<file path="config.mk">
export PLATFORM = sky130hd
export DESIGN_NAME = mfp_ahb_arbiter
export DESIGN_NICKNAME = d
export VERILOG_FILES = /design/src/rtl/mfp_ahb_arbiter.sv
export SDC_FILE = /design/constraint.sdc
export NUM_CORES = 1
export LEC_CHECK = 0
export CAP_MARGIN = 20
export CELL_PAD_IN_SITES_DETAIL_PLACEMENT = 0
export CELL_PAD_IN_SITES_GLOBAL_PLACEMENT = 2
export CORE_MARGIN = 5
export CORE_UTILIZATION = 10
export CTS_CLUSTER_SIZE = 28
export DETAILED_ROUTE_END_ITERATION = 8
export PLACE_DENSITY = 0.95
export SETUP_SLACK_MARGIN = 0.4
export SYNTH_ARGS = -nofsm -noshare
export SYNTH_HDL_FRONTEND = slang
export SYNTH_SLANG_ARGS = --single-unit
</file>
<file path="constraint.sdc">
create_clock -name HCLK -period 2.2 [get_ports HCLK]
set_input_delay 0.44 -clock HCLK [delete_from_list [all_inputs] [get_ports HCLK]]
set_output_delay 0.44 -clock HCLK [all_outputs]
set_load 0.02 [all_outputs]
</file>
<file path="src/rtl/mfp_ahb_arbiter.sv">
// Two-master AHB-lite arbiter in front of the mfp_ahb slave fabric.
// M0 is the MIPS core and M1 is the auxiliary master (loader/DMA/Rojobot).
// One master owns the address phase at a time. The owner of the current
// data phase is tracked separately so that HWDATA follows the transfer and
// not the grant. A master that is not granted is stalled through its own
// HREADY.
// Optional build macro MFP_AHB_ARB_PREEMPT_EN adds forced switching after
// MAX_HOLD accepted transfers. The pre-empted NONSEQ address is parked in a
// per-master replay buffer and is issued first when that master is granted
// again.
module mfp_ahb_arbiter #(
  parameter bit          PARK     = 1'b0,
  parameter int unsigned MAX_HOLD = 16
) (
  input  logic        HCLK,
  input  logic        HRESETn,
  input  logic [31:0] M0_HADDR,
  input  logic [1:0]  M0_HTRANS,
  input  logic        M0_HWRITE,
  input  logic [2:0]  M0_HSIZE,
  input  logic        M0_HMASTLOCK,
  input  logic [31:0] M0_HWDATA,
  output logic        M0_HREADY,
  output logic [31:0] M0_HRDATA,
  input  logic [31:0] M1_HADDR,
  input  logic [1:0]  M1_HTRANS,
  input  logic        M1_HWRITE,
  input  logic [2:0]  M1_HSIZE,
  input  logic        M1_HMASTLOCK,
  input  logic [31:0] M1_HWDATA,
  output logic        M1_HREADY,
  output logic [31:0] M1_HRDATA,
  output logic [31:0] S_HADDR,
  output logic [1:0]  S_HTRANS,
  output logic        S_HWRITE,
  output logic [2:0]  S_HSIZE,
  output logic        S_HMASTLOCK,
  output logic [31:0] S_HWDATA,
  input  logic [31:0] S_HRDATA,
  input  logic        S_HREADY
);

  typedef struct packed {
    logic [31:0] haddr;
    logic [1:0]  htrans;
    logic        hwrite;
    logic [2:0]  hsize;
    logic        hmastlock;
  } addr_t;

  addr_t      m_addr [2];
  addr_t      cur;
  addr_t      s_out;
  logic [1:0] req;
  logic [1:0] bufv;
  logic [1:0] wants;
  logic       other;
  logic       owner_idle;
  logic       owner_lock;
  logic       force_sw;
  logic       accept;
  logic       unused_sig;

  logic gnt_q, gnt_d;
  logic downer_q, downer_d;
  logic dvalid_q, dvalid_d;

  assign m_addr[0] = {M0_HADDR, M0_HTRANS, M0_HWRITE, M0_HSIZE, M0_HMASTLOCK};
  assign m_addr[1] = {M1_HADDR, M1_HTRANS, M1_HWRITE, M1_HSIZE, M1_HMASTLOCK};
  assign req       = {M1_HTRANS[1], M0_HTRANS[1]};
  assign other     = ~gnt_q;

`ifdef MFP_AHB_ARB_PREEMPT_EN
  localparam int unsigned HW = (MAX_HOLD > 0) ? $clog2(MAX_HOLD + 1) : 1;
  localparam logic [HW-1:0] HOLD_MAX = HW'(MAX_HOLD);

  logic [1:0]    bufv_q, bufv_d;
  addr_t         buf_q [2];
  addr_t         buf_d [2];
  logic [HW-1:0] hold_cnt_q, hold_cnt_d;

  assign bufv       = bufv_q;
  assign cur        = bufv_q[gnt_q] ? buf_q[gnt_q] : m_addr[gnt_q];
  // Only a fresh NONSEQ from the live bus is pre-empted; replays, SEQ beats
  // and locked sequences always run to completion.
  assign force_sw   = (MAX_HOLD > 0) && (hold_cnt_q >= HOLD_MAX) && wants[other] &&
                      S_HREADY && !bufv_q[gnt_q] && (m_addr[gnt_q].htrans == 2'b10) &&
                      !m_addr[gnt_q].hmastlock;
  assign unused_sig = dvalid_q;

  // Replay buffer capture/release and the fairness counter.
  always_comb begin
    bufv_d     = bufv_q;
    buf_d      = buf_q;
    hold_cnt_d = hold_cnt_q;
    if (S_HREADY) begin
      if (force_sw) begin
        bufv_d[gnt_q] = 1'b1;
        buf_d[gnt_q]  = m_addr[gnt_q];
      end else if (bufv_q[gnt_q]) begin
        bufv_d[gnt_q] = 1'b0;
      end
      if ((gnt_d != gnt_q) || !wants[other]) begin
        hold_cnt_d = '0;
      end else if (accept && (hold_cnt_q < HOLD_MAX)) begin
        hold_cnt_d = hold_cnt_q + HW'(1);
      end
    end
  end

  // Replay buffer and counter registers.
  always_ff @(posedge HCLK or negedge HRESETn) begin
    if (!HRESETn) begin
      bufv_q     <= 2'b00;
      buf_q[0]   <= '0;
      buf_q[1]   <= '0;
      hold_cnt_q <= '0;
    end else begin
      bufv_q     <= bufv_d;
      buf_q      <= buf_d;
      hold_cnt_q <= hold_cnt_d;
    end
  end
`else
  assign bufv       = 2'b00;
  assign cur        = m_addr[gnt_q];
  assign force_sw   = 1'b0;
  assign unused_sig = ^{dvalid_q, MAX_HOLD};
`endif

  // A buffered master still wants the bus even if its live HTRANS is IDLE.
  assign wants      = req | bufv;
  assign owner_idle = (cur.htrans == 2'b00);
  assign owner_lock = cur.hmastlock;

  // Address-phase mux; a forced switch turns the owner's cycle into IDLE.
  always_comb begin
    s_out = cur;
    if (force_sw) s_out.htrans = 2'b00;
  end

  assign accept      = s_out.htrans[1] & S_HREADY;
  assign S_HADDR     = s_out.haddr;
  assign S_HTRANS    = s_out.htrans;
  assign S_HWRITE    = s_out.hwrite;
  assign S_HSIZE     = s_out.hsize;
  assign S_HMASTLOCK = s_out.hmastlock;

  // Grant and data-phase tracking; everything holds while the fabric stalls.
  always_comb begin
    gnt_d    = gnt_q;
    downer_d = downer_q;
    dvalid_d = dvalid_q;
    if (S_HREADY) begin
      dvalid_d = accept;
      if (accept) downer_d = gnt_q;
      if (force_sw) begin
        gnt_d = other;
      end else if (owner_idle && !owner_lock) begin
        gnt_d = wants[other] ? other : PARK;
      end
    end
  end

  // Grant and data-phase owner registers.
  always_ff @(posedge HCLK or negedge HRESETn) begin
    if (!HRESETn) begin
      gnt_q    <= PARK;
      downer_q <= PARK;
      dvalid_q <= 1'b0;
    end else begin
      gnt_q    <= gnt_d;
      downer_q <= downer_d;
      dvalid_q <= dvalid_d;
    end
  end

  assign M0_HREADY = !gnt_q ? (!bufv[0] & S_HREADY) : !(bufv[0] | req[0]);
  assign M1_HREADY =  gnt_q ? (!bufv[1] & S_HREADY) : !(bufv[1] | req[1]);
  assign S_HWDATA  = downer_q ? M1_HWDATA : M0_HWDATA;
  assign M0_HRDATA = S_HRDATA;
  assign M1_HRDATA = S_HRDATA;

endmodule
</file>
==> metrics.cfg <==
[route]
ant_nets = 0
drt_wl_total_um = 8660
drc = 0
wl_per_cell_um = 15.6
first_pass_iters = 3
vias = 1759
vias_per_cell = 3.18
drtIter0Drc = 66

[setup_path]
crit_buf_inv = 3
start_kind = flop
critical_path_class = flop to primary output
cp_top_family = flip-flops
cpPeakStageDelay_ns = 0.47
cp_slowest_cell = dfrtp_2
critPathArrivalTime_ns = 1.45
cp-end-kind = primary output
crit_fanout = 6
worstPathCellList = buf_6 -> buf_12 -> mux2_4 -> buf_6
cpMostUsedCell = buf_6
cp.required_ns = 1.76

[cells_and_area]
area_growth_pct = 134
fin_cells = 554
layout-drive-gt1-share_pct = 52.9
multi_input_area_mm2 = 0.00112
regArea_um2 = 52.6
fin_nets = 508
antenna_cells = 0
fillers = 1824

[synth]
synth_xor_area_share_pct = 0
yosys_warnings = 0
syn_area_mm2 = 0.00176
synth_top_family_by_area = multiplexers
netlist.area_leader.share_pct = 53.8
seq_area_frac_synth_pct = 2.85
syn_area_per_cell_um2 = 11.1
synthAdderAreaFrac_pct = 0
synth_compound_area_share_pct = 1.71
synth.top_cells.by_area = mux2_4 (54%), buf_4 (27%), mux2_2 (5.1%)
synth_seq_cells = 2
synthSimpleGateAreaFrac_pct = 1.71
yosysTopAreaCell = mux2_4
synth_mux_area_share_pct = 58.9
synth_cells = 158
synth_cell_types = 15
synthesis.nets = 335

[sta]
fin_ws_ns = 0.307
worst_pin_slew_ns = 0.258
grt_setup_unrepaired = true
relSlewSlack_pct = 82.6
fin_worst_skew_ns = 0.00144
maxSlewViolCount = 0
max_clock_freq_mhz = 528
fin_crit_sh_pct = 86.1
hold_viol = 0
setup_viol = 0
finalSetupTns_ns = 0
min_period_ns = 1.89

[floorplanning]
die_x_um = 143
fp.dieH_um = 143
num_rows = 48
num_io_pins = 314
coreArea_mm2 = 0.0173
die_area_mm2 = 0.0203
start_util_pct = 10.2

[power_and_ir_drop]
peakVddDrop_uv = 228
switching_power_uw = 939
leakagePower_uw = 0.00183
pwr-share-clk_pct = 10.5
power.density_mw_per_mm2 = 637
comb_power_share_pct = 86.4
sequentialPowerShare_pct = 3.1
switching_share_pct = 35.8
p_int_uw = 1680

[global_route]
grt_pass1_vias = 1957
grt.total_usage_pct = 7.32
grtUsageMet3_pct = 2.18
grt_use_met1_pct = 7.36
grt_pass1_wl_um = 11600
met2_usage_pct = 14.1
grt_max_degree = 11
antenna_found_initial = 1
grt.overflow.total = 0
grt_busiest_layer = met2

[clocking]
htree_num_levels = 1
clock_latency_ns = 0.22
cts_root_buf = clkbuf_16
tritoncts = built
clk_path_buf_depth = 2
cts.sinks = 2
clk_pin_slew_ns = 0.03
cts_made_buffers = 3
holdBufCountCts = 0

[placement]
placed_cells = 533
port_buffers = 217
gp_congestion = 0.863
dpl.hpwl_um = 6900
place_ws_ns = 0.0171

[flow_run]
cap_violations = 0

[run_status]
status = finished, final reports clean

[worst_hold_path]
holdCritPathClass = input pin to async pin

[metal layers]
| metal | vias to the layer above | part of all wire, % |
|---|---|---|
| li1 | 831 | - |
| met1 | 802 | 32 |
| met2 | 103 | 56 |
| met3 | 21 | 9.3 |
| met4 | 2 | 2.6 |
| met5 | - | 0.15 |
[synth_stat cells]
library cell / count
nand2_1: 3
o2bb2ai_1: 1
dfrtp_1: 2
inv_1: 1
o22ai_1: 1
mux2_2: 8
mux2_4: 63
a21oi_1: 2
buf_6: 6
buf_4: 64
nor2_1: 1
buf_12: 3
o21ai_0: 1
or3_1: 1
nor4b_1: 1
[through the flow]
stage	utilization, %	hold WS, ns	total power (uW)	instance area, um2
6_report	23.8	0.399	2620	4120
5_1_grt	23.8	0.410	2730	4120
4_1_cts	22.9	0.401	2540	3970
3_5_place_dp	21.3	0.550	1930	3690
3_3_place_gp	21.3	0.543	1910	3690
2_1_floorplan	-	0.144	1330	1760
[layout make-up]
type                    instances  area share, %
repair buffers                241           62.8
clock buffers                   3           1.82
multi-input cells              82           27.1
flip-flops and latches          2           1.28
inverters                       1         0.0912
well taps                     225           6.84
[layout by cell type (no fill, tap or decap)]
cell type / n
o2bb2ai_1: 1
mux2_4: 68
buf_2: 10
buf_4: 8
nand2_1: 3
inv_1: 1
dfrtp_2: 2
buf_16: 6
nor4b_1: 1
clkdlybuf4s50_1: 144
o22ai_1: 1
o21ai_1: 1
or3_1: 1
clkbuf_16: 4
nor2_2: 1
buf_6: 68
a21oi_1: 2
buf_12: 4
mux2_2: 3
[cells by family (layout without fill, tap and decap cells)]
family	after synthesis	count (layout)
AOI/OAI and AO/OA	5	5
muxes	71	71
DFF	2	2
buffers and inverters	74	245
and+or+nand+nor	6	6
[path summary, 6_finish.rpt]
kind                                from         end  slack, ns  depth (start not counted)
worst max-delay path               gnt_q  S_HADDR[9]       0.31                          4
worst min-delay path             HRESETn       gnt_q       0.40                          1
worst max register to register  downer_q    downer_q       1.27                          3
worst min register to register  downer_q    downer_q       0.75                          2
max in group asynchronous        HRESETn    downer_q       1.65                          1
min in group HCLK               downer_q    downer_q       0.75                          2
[what timing repair did]
action	CTS	global route
pin swaps	0	0
setup buffers	8	3
gates resized for setup	405	33
setup endpoints to repair	73	63
cloned	6	1
[power by group through the flow]
stage	logic (uW)	registers [uW]	clock network, uW
finish	2260	81.7	276
global route	2360	88.4	281
CTS	2170	85.7	278
detailed placement	1860	70.3	0
global placement	1840	70.7	0
floorplan	1280	51.4	0
[state kept, by name, indices dropped and copies added, names as in the netlist]
signal and count:
downer_q 1, gnt_q 1
No activity file was read; power rests on OpenSTA's default activity.
